`src/rtl/gram_sdp_rd_stream.sv`:
```
// Read-side streaming engine for a gram_sdp circular buffer: tracks the writer pointer,
// issues in-order RAM reads and presents the returning words on a valid/ready stream.
module gram_sdp_rd_stream #(
  parameter int BUS_SIZE_ADDR = 4,
  parameter int BUS_SIZE_DATA = 32,
  parameter int GRAM_MODE     = 3
) (
  input  logic                     clk,
  input  logic                     rst,
  input  logic [BUS_SIZE_ADDR:0]   wr_ptr,
  output logic [BUS_SIZE_ADDR:0]   rd_ptr,
  output logic [BUS_SIZE_ADDR-1:0] ram_raddr,
  input  logic [BUS_SIZE_DATA-1:0] ram_dout,
  input  logic                     flush,
  output logic                     out_valid,
  input  logic                     out_ready,
  output logic [BUS_SIZE_DATA-1:0] out_data
);

  localparam int RD_LAT     = (GRAM_MODE == 0) ? 0 : ((GRAM_MODE == 3) ? 2 : 1);
  localparam int WR2RD      = (GRAM_MODE >= 2) ? 2 : 1;
  localparam int SKID_DEPTH = RD_LAT + 1;
  localparam int SR_W       = (RD_LAT > 0) ? RD_LAT : 1;
  localparam logic [3:0] SKID_D4 = 4'(SKID_DEPTH);
  localparam logic [2:0] SKID_D3 = 3'(SKID_DEPTH);
  localparam logic [BUS_SIZE_ADDR:0] PTR_ONE = 1;

  logic [BUS_SIZE_ADDR:0]   wr_ptr_p1;
  logic [BUS_SIZE_ADDR:0]   wr_eff;
  logic [SR_W-1:0]          vld_p;
  logic [2:0]               skid_cnt;
  logic [2:0]               inflight_cnt;
  logic [2:0]               wr_idx;
  logic [3:0]               occ;
  logic                     avail;
  logic                     pop;
  logic                     issue;
  logic                     push;
  logic [BUS_SIZE_DATA-1:0] skid_q [SKID_DEPTH];

  assign wr_eff    = (WR2RD == 2) ? wr_ptr_p1 : wr_ptr;
  assign avail     = (wr_eff != rd_ptr);
  assign pop       = out_valid & out_ready;
  assign ram_raddr = rd_ptr[BUS_SIZE_ADDR-1:0];

  always_comb begin
    inflight_cnt = '0;
    for (int i = 0; i < RD_LAT; i++) inflight_cnt = inflight_cnt + {2'b0, vld_p[i]};
  end

  // Credit counts words already buffered plus reads still travelling through the RAM.
  assign occ    = {1'b0, skid_cnt} + {1'b0, inflight_cnt} - {3'b0, pop};
  assign issue  = avail & ~flush & (occ < SKID_D4);
  assign push   = (RD_LAT == 0) ? issue : vld_p[SR_W-1];
  assign wr_idx = skid_cnt - {2'b0, pop};

  assign out_valid = (skid_cnt != 3'd0);
  assign out_data  = skid_q[0];

  // Stage p0: issue and pointer tracking; stages p1..pRD_LAT: outstanding-read valids.
  always_ff @(posedge clk or posedge rst) begin
    if (rst) begin
      rd_ptr    <= '0;
      wr_ptr_p1 <= '0;
      vld_p     <= '0;
      skid_cnt  <= '0;
      for (int i = 0; i < SKID_DEPTH; i++) skid_q[i] <= '0;
    end else begin
      wr_ptr_p1 <= wr_ptr;
      if (flush) begin
        rd_ptr   <= wr_ptr;
        vld_p    <= '0;
        skid_cnt <= '0;
      end else begin
        if (issue) rd_ptr <= rd_ptr + PTR_ONE;
        for (int i = SR_W - 1; i > 0; i--) vld_p[i] <= vld_p[i-1];
        vld_p[0] <= issue & (RD_LAT > 0);
        skid_cnt <= skid_cnt + {2'b0, push} - {2'b0, pop};
        // Skid stage: head lives at index 0; a pop shifts, a push lands behind the survivors.
        for (int i = 0; i < SKID_DEPTH; i++) begin
          if (push && (3'(i) == wr_idx)) skid_q[i] <= ram_dout;
          else if (pop && (i < SKID_DEPTH - 1)) skid_q[i] <= skid_q[(i < SKID_DEPTH - 1) ? i + 1 : i];
        end
      end
    end
  end

  skid_no_overflow: assert property (@(posedge clk) disable iff (rst)
    !(push && !pop && !flush && (skid_cnt == SKID_D3)));

endmodule

```
`config.mk`:
```
export PLATFORM = sky130hd
export DESIGN_NAME = gram_sdp_rd_stream
export DESIGN_NICKNAME = d
export VERILOG_FILES = /design/src/rtl/gram_sdp_rd_stream.sv
export SDC_FILE = /design/constraint.sdc
export NUM_CORES = 1
export LEC_CHECK = 0
export BUFFER_PORTS_ARGS = -buffer_cell sky130_fd_sc_hd__buf_2
export CAP_MARGIN = 20
export CORE_ASPECT_RATIO = 0.9
export CORE_MARGIN = 3
export CORE_UTILIZATION = 61
export CTS_CLUSTER_DIAMETER = 200
export CTS_CLUSTER_SIZE = 16
export DETAILED_ROUTE_END_ITERATION = 10
export PLACE_DENSITY_LB_ADDON = 0.05
export SLEW_MARGIN = 15
export SYNTH_ARGS = -nofsm -noshare
export SYNTH_HDL_FRONTEND = slang
export SYNTH_SLANG_ARGS = --single-unit
```
`constraint.sdc`:
```
create_clock -name clk -period 5.05 [get_ports clk]
set_input_delay 0.7575 -clock clk [delete_from_list [all_inputs] [get_ports clk]]
set_output_delay 0.7575 -clock clk [all_outputs]
set_load 0.05 [all_outputs]
```
==> impl_metrics.env, run 1 <==
export IMPL_nNetsFinal=567
export IMPL_required_ns=5.26
export IMPL_drv_cap=0
export IMPL_syn_cell_area_um2=5350
export IMPL_most_common_layout_cells="dfrtp_1, buf_2, mux2i_1, nor2_1, nand2_1"
export IMPL_die_w_um=105
export IMPL_syn_avg_cell_area_um2=11.2
export IMPL_finalCritPeriodShare=0.728
export IMPL_grt_pass1_vias=3428
export IMPL_track_usage=0.199
export IMPL_drv_slew=0
export IMPL_rows=31
export IMPL_layout_commonest_cell="dfrtp_1"
export IMPL_critPathLaunchType="flip-flop"
export IMPL_path_class="reg2reg"
export IMPL_ys_ff_latch=111
export IMPL_antenna_found_initial=0
export IMPL_fin_worst_skew_ns=0.0120
export IMPL_synth_flop_cell="dfrtp_1"
export IMPL_grt_busiest_layer="met2"
export IMPL_place_hpwl_mm=6.20
export IMPL_detail_route_wl_per_cell_um=15.0
export IMPL_p_leak_nw=3.14
export IMPL_grt_max_degree=75
export IMPL_port_buffers=82
export IMPL_clock_fmax_ghz=0.272
export IMPL_cts_buffers=9
export IMPL_area_delta_synth_final_pct=7.16
export IMPL_peakVddDrop_mv=0.356
export IMPL_cp_max_fo=5
export IMPL_ioPinCount=83
export IMPL_coreArea_um2=8300
export IMPL_drt_pass1_iter_count=4
export IMPL_synth_edf_count=0
export IMPL_hold_violations=0
export IMPL_hold_path_class="reg2reg"
export IMPL_dieArea_um2=9930
export IMPL_setup_tns_ns=0
export IMPL_syn_num_nets=531
export IMPL_cpMostUsedCell="fa_1"
export IMPL_cts_num_sinks=111
export IMPL_routed_via_density=5.37
export IMPL_synth_seq_area_share=0.519
export IMPL_met3_usage=0.0478
export IMPL_clock_root_buffer="clkbuf_8"
export IMPL_cp_slowest_cell="fa_1"
export IMPL_wirelength_mm=9.51
export IMPL_cpPeakStageDelay_ns=0.50
export IMPL_overflow=0
export IMPL_antenna_left=0
export IMPL_drt_initial_drc_count=85
export IMPL_worst_pin_slew_ns=1.04
export IMPL_syn_inst=478
export IMPL_grt_pass1_wl_mm=16.0
export IMPL_initial_core_util=0.644
export IMPL_antenna_cells=0
export IMPL_use_met1=0.257
export IMPL_endpoint_kind="flip-flop"
export IMPL_postCtsHoldBufs=0
export IMPL_clk_pin_slew_ns=0.11
export IMPL_rsz0062_at_grt="no"
export IMPL_ys_async_sr_fraction=1.00
export IMPL_clkLatencyLatePin_ns=0.36
export IMPL_slew_headroom=0.306
export IMPL_cts_resized=0
export IMPL_drc=0
export IMPL_cts_tree="yes"
export IMPL_drive_gt1_frac=0.272
export IMPL_dr_total_vias=3404
export IMPL_grtUsageMet2=0.348
export IMPL_status="completed"
export IMPL_die_h_um=94.8
export IMPL_ctsHtreeMaxLevel=3
export IMPL_setup_violations=0
export IMPL_gp_congestion=0.840
export IMPL_crit_chain="or3_1, nand2_1, inv_1, ha_1, fa_1, fa_1, o22ai_1, a211oi_2, a21bo_1, nor2_1, o311ai_0"
export IMPL_ys_types=36
export IMPL_fin_crit_ns=3.68
export IMPL_finalHoldWorstSlack_ns=0.481
export IMPL_p_per_area_nw_per_um2=657
export IMPL_crit_arrival_ns=3.89
export IMPL_cts_setup_buffers=0
export IMPL_ys_warn_count=0
export IMPL_clock_path_buffers=2
==> routing by layer <==
layer | up-vias | share of wire
met5 | - | 0
met4 | 0 | 0.0059
met3 | 6 | 0.037
met2 | 50 | 0.50
met1 | 1674 | 0.46
li1 | 1674 | -
==> cell type report <==
type / instances / area, um2
Inverter: 14 / 55.1
Sequential cell: 111 / 2780
Tap cell: 115 / 144
Clock inverter: 6 / 56.3
Timing Repair Buffer: 86 / 440
Fill cell: 697 / 2570
Clock buffer: 10 / 128
Multi-Input combinational cell: 292 / 2130
==> path summary, 6_finish.rpt <==
check	end	from	cells after the start	slack, ns
min reg2reg	out_data[0]	out_data[0]	2	0.48
max reg2reg	rd_ptr[3]	skid_cnt[1]	11	1.37
min in group asynchronous	out_data[27]	rst	2	0.58
max	rd_ptr[3]	skid_cnt[1]	11	1.37
min	out_data[0]	out_data[0]	2	0.48
max in group asynchronous	out_data[29]	rst	3	3.43
==> through the flow <==
stage | setup WS [ns] | total power, W | instances | utilization | area [um2]
final | 1.37 | 0.00376 | 634 | 0.690 | 5730
after global routing | 1.13 | 0.00405 | 634 | 0.690 | 5730
after CTS | 1.38 | 0.00380 | 634 | 0.690 | 5730
after detailed placement | 1.41 | 0.00330 | 618 | 0.668 | 5550
after global placement | 1.52 | 0.00323 | 618 | 0.668 | 5550
after floorplan | 1.35 | 0.00309 | 478 | - | 5350
==> critical path: cells and delay by family (launching register included) <==
kind	cells	cell delay, ns
AND/OR/NAND/NOR	3	0.87
buffers and inverters	1	0.10
adder cells (fa/ha/maj)	3	1.19
flip-flops	1	0.44
AO/OA/AOI/OAI	4	0.92
==> kinds of logic (layout without fill, tap and decap cells) <==
| logic type | count (synthesis) | count (layout) | synth area share |
|---|---|---|---|
| AOI/OAI and AO/OA | 81 | 81 | 0.0859 |
| xor gates and xnor gates | 9 | 9 | 0.0161 |
| adders and majority gates | 12 | 12 | 0.0323 |
| buffers and inverters | 75 | 116 | 0.0852 |
| DFF | 111 | 111 | 0.519 |
| muxes | 96 | 96 | 0.187 |
| and+or+nand+nor | 94 | 94 | 0.0739 |
==> Yosys cell counts (6+ instances only) <==
cell,n,area (um2)
clkbuf_1,6,22.5
a21oi_1,36,180
buf_4,36,270
nor2_1,40,150
mux2_2,31,349
nand2_1,37,139
o21ai_0,30,150
mux2i_1,64,641
inv_1,14,52.6
dfrtp_1,111,2780
ha_1,9,113
buf_2,17,85.1
==> flip-flops by register name, summed over array words and instances (netlist names) <==
name / cells
wr_eff: 5
skid_q: 64
vld_p: 2
skid_cnt: 3
out_data: 32
rd_ptr: 5
==> power breakdown <==
group	switching (W)	total, W	internal, W
Sequential	0.000224	0.00149	0.00127
Clock	0.000305	0.000492	0.000187
Combinational	0.00119	0.00178	0.000587
Total	0.00172	0.00376	0.00204
(Power assumes the default switching activity.)
==> run 2, diff against run 1 <==
- CORE_UTILIZATION: 61 -> 57
- clock period: 5.05 -> 3.4 ns (I/O delays scaled with it)
==> run 2 against run 1 <==
Critical path depth unchanged. Cell area increased by 1.2%. Via count increased by 0.47%. Non-clock buffer count is 6 higher. Worst hold slack got worse by 0.22 ns. Maximum frequency rose by 13%. Largest power group unchanged.
==> impl_metrics.env, run 2 (synthesis results as in run 1) <==
export IMPL_status="completed"
export IMPL_rr_endpoint="rd_ptr[2]"
export IMPL_rows=32
export IMPL_dr_total_vias=3420
export IMPL_fin_ws_ns=0.138
export IMPL_ioPinCount=83
export IMPL_die_w_um=108
export IMPL_clock_path_buffers=2
export IMPL_place_hpwl_mm=6.11
export IMPL_antenna_found_initial=1
export IMPL_fin_crit_ns=3.26
export IMPL_peakVddDrop_mv=0.666
export IMPL_path_class="reg2reg"
export IMPL_worstSetupPathDepth=11
export IMPL_slew_headroom=0.317
export IMPL_reg2reg_slack_ns=0.14
export IMPL_critPathLaunchType="flip-flop"
export IMPL_largest_reg_flops=64
export IMPL_drv_slew=0
export IMPL_area_delta_synth_final_pct=8.49
export IMPL_fin_worst_skew_ns=0.0105
export IMPL_cts_tree="yes"
export IMPL_regToRegStartpoint="skid_cnt[0]"
export IMPL_die_h_um=97.9
export IMPL_grt_pass1_vias=3417
export IMPL_hold_path_class="in2reg"
export IMPL_detail_route_wl_per_cell_um=14.6
export IMPL_setup_tns_ns=0
export IMPL_drt_pass1_iter_count=4
export IMPL_port_buffers=82
export IMPL_overflow=0
export IMPL_routed_via_density=5.31
export IMPL_cp_max_fo=3
export IMPL_fill_cells=715
export IMPL_ctsHtreeMaxLevel=3
export IMPL_cpPeakStageDelay_ns=0.49
export IMPL_clk_pin_slew_ns=0.10
export IMPL_gp_congestion=0.788
export IMPL_layout_commonest_cell="dfrtp_1"
export IMPL_r2r_cells=11
export IMPL_required_ns=3.69
export IMPL_drt_initial_drc_count=103
export IMPL_clock_fmax_ghz=0.307
export IMPL_p_leak_nw=3.18
export IMPL_p_per_area_nw_per_um2=969
export IMPL_initial_core_util=0.604
export IMPL_postPlaceCellArea_um2=5610
export IMPL_cp_slowest_cell="fa_1"
export IMPL_track_usage=0.189
export IMPL_grt_max_degree=69
export IMPL_crit_arrival_ns=3.55
export IMPL_drive_gt1_frac=0.293
export IMPL_clock_root_buffer="clkbuf_8"
export IMPL_nNetsFinal=573
export IMPL_crit_chain="or3_4, nand2_2, inv_1, ha_1, fa_2, fa_1, o22ai_1, a211oi_2, a21bo_2, or4b_4, o211ai_2"
export IMPL_wirelength_mm=9.42
export IMPL_fin_util=0.656
export IMPL_largest_register="skid_q"
export IMPL_path_buf_inv=1
export IMPL_coreArea_um2=8850
export IMPL_drv_cap=0
export IMPL_setup_violations=0
export IMPL_endpoint_kind="flip-flop"
export IMPL_crit_end="rd_ptr[2]"
export IMPL_most_common_layout_cells="dfrtp_1, buf_2, mux2i_1, nor2_1"
export IMPL_cp_top_family="adder cells"
export IMPL_rsz0062_at_grt="no"
export IMPL_dp_slack_ns=0.0991
export IMPL_cts_num_sinks=111
export IMPL_cts_buffers=9
export IMPL_antenna_left=0
export IMPL_hold_violations=0
export IMPL_dieArea_um2=10600
export IMPL_critical_path_startpoint="skid_cnt[0]"
export IMPL_worst_pin_slew_ns=1.02
export IMPL_finalCritPeriodShare=0.959
export IMPL_drc=0
export IMPL_clkLatencyLatePin_ns=0.36
export IMPL_grt_pass1_wl_mm=16.2
export IMPL_final_area_um2=5800
export IMPL_antenna_cells=0
-- run 2: cell types whose count changed in the layout (fill, tap and decap cells not counted), sizes merged --
cell,change
buf,+6
clkbuf,-1
clkinv,+2
clkinvlp,-2
inv,+1
-- run 2: layout make-up --
class,count,area (um2),share of cell area
clock buffers,9,124,0.0214
clock inverters,7,53.8,0.00927
inverters,14,56.3,0.00970
multi-input cells,292,2140,0.369
flip-flops and latches,111,2780,0.479
well taps,119,149,0.0257
repair buffers,92,498,0.0858
-- run 2: how the worst min path moves through the flow --
stage	from	endpoint	slack, ns	cells after the start
after floorplan	out_data[0]	out_data[0]	0.45	2
after global placement	out_data[14]	out_data[14]	0.46	2
after detailed placement	out_data[14]	out_data[14]	0.46	2
after CTS	wr_ptr[1]	wr_eff[1]	0.24	1
after global routing	wr_ptr[0]	wr_eff[0]	0.24	1
final	wr_ptr[1]	wr_eff[1]	0.27	1
-- run 2: per-stage QoR --
step / std cells / total power [W] / hold WS [ns]
after global routing: 644 / 0.00608 / 0.238
final: 644 / 0.00562 / 0.265
after CTS: 643 / 0.00567 / 0.243
after floorplan: 478 / 0.00460 / 0.451
after global placement: 627 / 0.00486 / 0.455
after detailed placement: 627 / 0.00493 / 0.465
-- run 2: repair_timing --
action,4_1_cts,5_1_grt
gates resized for setup,0,4
hold buffers,0,0
setup endpoints to repair,0,4
setup buffers,0,1
-- run 2: metal layers --
layer / vias up / wire, um / GRT usage
met4: 2 / 100 / 0.0379
met5: - / 13 / 0
li1: 1688 / - / -
met2: 58 / 4530 / 0.312
met3: 10 / 415 / 0.0516
met1: 1662 / 4370 / 0.253
-- run 2: worst register-to-register path, stage by stage, from the launching register on --
cell and delay (ns):
dfrtp_1 0.40, or3_4 0.39, nand2_2 0.11, inv_1 0.09, ha_1 0.30, fa_2 0.36, fa_1 0.49, o22ai_1 0.07
a211oi_2 0.16, a21bo_2 0.27, or4b_4 0.48, o211ai_2 0.08
-- run 2: power by group --
part	total [W]	internal [W]	switching, W
registers	0.00220	0.00188	0.000313
clock network	0.000723	0.000276	0.000447
logic	0.00270	0.000922	0.00178
==> run 3, diff against run 2 <==
- CORE_ASPECT_RATIO: 0.9 -> 1.5
==> run 3 against run 2 <==
Non-clock buffer count rose by 3. Register-to-register slack is essentially flat. Via count rose by 1.6%. Critical endpoint unchanged.
==> impl_metrics.env, run 3 (synthesis results as in run 1) <==
export IMPL_cts_num_sinks=111
export IMPL_routed_via_density=5.45
export IMPL_grt_pass1_wl_mm=17.2
export IMPL_dr_total_vias=3474
export IMPL_ioPinCount=83
export IMPL_dp_slack_ns=0.0717
export IMPL_largest_register="skid_q"
export IMPL_grt_max_degree=65
export IMPL_antenna_cells=0
export IMPL_fin_ws_ns=0.130
export IMPL_coreArea_um2=8990
export IMPL_hold_path_class="in2async"
export IMPL_swShare=0.436
export IMPL_worst_pin_slew_ns=0.712
export IMPL_initial_core_util=0.595
export IMPL_p_clk_frac=0.164
export IMPL_nNetsFinal=576
export IMPL_rsz0062_at_grt="no"
export IMPL_layout_commonest_cell="dfrtp_1"
export IMPL_drt_pass1_iter_count=4
export IMPL_cp_max_fo=3
export IMPL_grt_pass1_vias=3565
export IMPL_required_ns=3.67
export IMPL_drv_slew=0
export IMPL_die_h_um=125
export IMPL_p_sw_w=0.00259
export IMPL_drc=0
export IMPL_peakVddDrop_mv=0.565
export IMPL_track_usage=0.201
export IMPL_gp_congestion=0.757
export IMPL_setup_violations=0
export IMPL_endpoint_kind="flip-flop"
export IMPL_clock_path_buffers=2
export IMPL_p_leak_nw=3.25
export IMPL_path_class="reg2reg"
export IMPL_die_w_um=85.1
export IMPL_fin_crit_ns=3.27
export IMPL_dieArea_um2=10600
export IMPL_postCtsHoldBufs=0
export IMPL_overflow=0
export IMPL_ctsHtreeMaxLevel=3
export IMPL_detail_route_wl_per_cell_um=15.9
export IMPL_p_int_w=0.00335
export IMPL_clock_fmax_ghz=0.306
export IMPL_antenna_found_initial=0
export IMPL_antenna_left=0
export IMPL_critPathLaunchType="flip-flop"
export IMPL_place_hpwl_mm=6.80
export IMPL_postPlaceCellArea_um2=5610
export IMPL_area_delta_synth_final_pct=10.9
export IMPL_slew_headroom=0.524
export IMPL_p_per_area_nw_per_um2=1000
export IMPL_cts_buffers=9
export IMPL_port_buffers=82
export IMPL_drt_initial_drc_count=141
export IMPL_most_common_layout_cells="dfrtp_1, buf_2, mux2i_1, nor2_1"
export IMPL_comb_power_share=0.464
export IMPL_finalCritPeriodShare=0.962
export IMPL_clkLatencyLatePin_ns=0.35
export IMPL_clock_root_buffer="clkbuf_16"
export IMPL_wirelength_mm=10.1
export IMPL_hold_violations=0
export IMPL_clk_pin_slew_ns=0.07
export IMPL_crit_arrival_ns=3.54
export IMPL_power_frac_seq=0.372
export IMPL_largest_reg_flops=64
export IMPL_drv_cap=0
export IMPL_fin_worst_skew_ns=0.00419
export IMPL_rows=42
export IMPL_cts_tree="yes"
export IMPL_drive_gt1_frac=0.287
export IMPL_final_area_um2=5930
export IMPL_status="completed"
## run 3: changes by cell type in the layout (fill, tap and decap cells not counted), sizes merged
cell | previous run | this run
clkbuf | 9 | 13
inv | 17 | 13
buf | 92 | 95
clkinv | 3 | 2
## run 3: area by class of cell
cell class / count / area, um2
Clock inverter: 2 / 17.5
Tap cell: 110 / 138
Clock buffer: 13 / 250
Sequential cell: 111 / 2780
Inverter: 14 / 56.3
Fill cell: 720 / 3060
Multi-Input combinational cell: 292 / 2160
Timing Repair Buffer: 95 / 533
## run 3: worst max-delay path, stage by stage, from the launching register on
cell      delay, ns
dfrtp_1        0.38
or3_4          0.41
nand2_4        0.10
inv_1          0.09
ha_4           0.23
fa_2           0.37
fa_1           0.50
o22ai_1        0.07
a211oi_2       0.22
a21bo_1        0.26
or4b_4         0.48
o211ai_2       0.08
## run 3: timing repair
action | 4_1_cts | 5_1_grt
setup buffers | 0 | 1
gates resized for setup | 0 | 4
endpoints found under the setup margin | 0 | 4
## run 3: path summary, 6_finish.rpt
| path | depth (start not counted) | slack (ns) | to | startpoint |
|---|---|---|---|---|
| max in group asynchronous | 3 | 2.38 | skid_cnt[2] | rst |
| worst max register to register | 11 | 0.13 | rd_ptr[2] | skid_cnt[0] |
| worst min-delay path | 2 | 0.27 | out_data[30] | rst |
| worst max-delay path | 11 | 0.13 | rd_ptr[2] | skid_cnt[0] |
| min in group clk | 1 | 0.28 | wr_eff[2] | wr_ptr[2] |
| worst min register to register | 2 | 0.47 | out_data[3] | out_data[3] |
## run 3: metal layers
| layer | part of all wire | global-route usage | routed length (um) | vias up |
|---|---|---|---|---|
| met5 | 0 | 0 | 0 | - |
| met4 | 0.022 | 0.0829 | 225 | 0 |
| met3 | 0.045 | 0.0364 | 460 | 13 |
| met2 | 0.51 | 0.333 | 5160 | 71 |
| met1 | 0.42 | 0.258 | 4270 | 1690 |
| li1 | - | - | - | 1700 |
## run 3: stage by stage
| stage | setup TNS [ns] | power, W | hold WS (ns) | instances | util |
|---|---|---|---|---|---|
| floorplan | -0.0264 | 0.00460 | 0.451 | 478 | - |
| global placement | 0 | 0.00486 | 0.458 | 620 | 0.625 |
| detailed placement | 0 | 0.00497 | 0.465 | 620 | 0.625 |
| CTS | 0 | 0.00595 | 0.273 | 635 | 0.654 |
| global route | 0 | 0.00638 | 0.275 | 637 | 0.660 |
| finish | 0 | 0.00594 | 0.269 | 637 | 0.660 |
## run 3: power groups by stage
stage / clock [W] / combinational, W / sequential (W)
after CTS: 0.00100 / 0.00274 / 0.00221
final: 0.000974 / 0.00276 / 0.00221
after floorplan: 0 / 0.00234 / 0.00226
after global placement: 0 / 0.00265 / 0.00221
after global routing: 0.00104 / 0.00306 / 0.00228
after detailed placement: 0 / 0.00273 / 0.00224
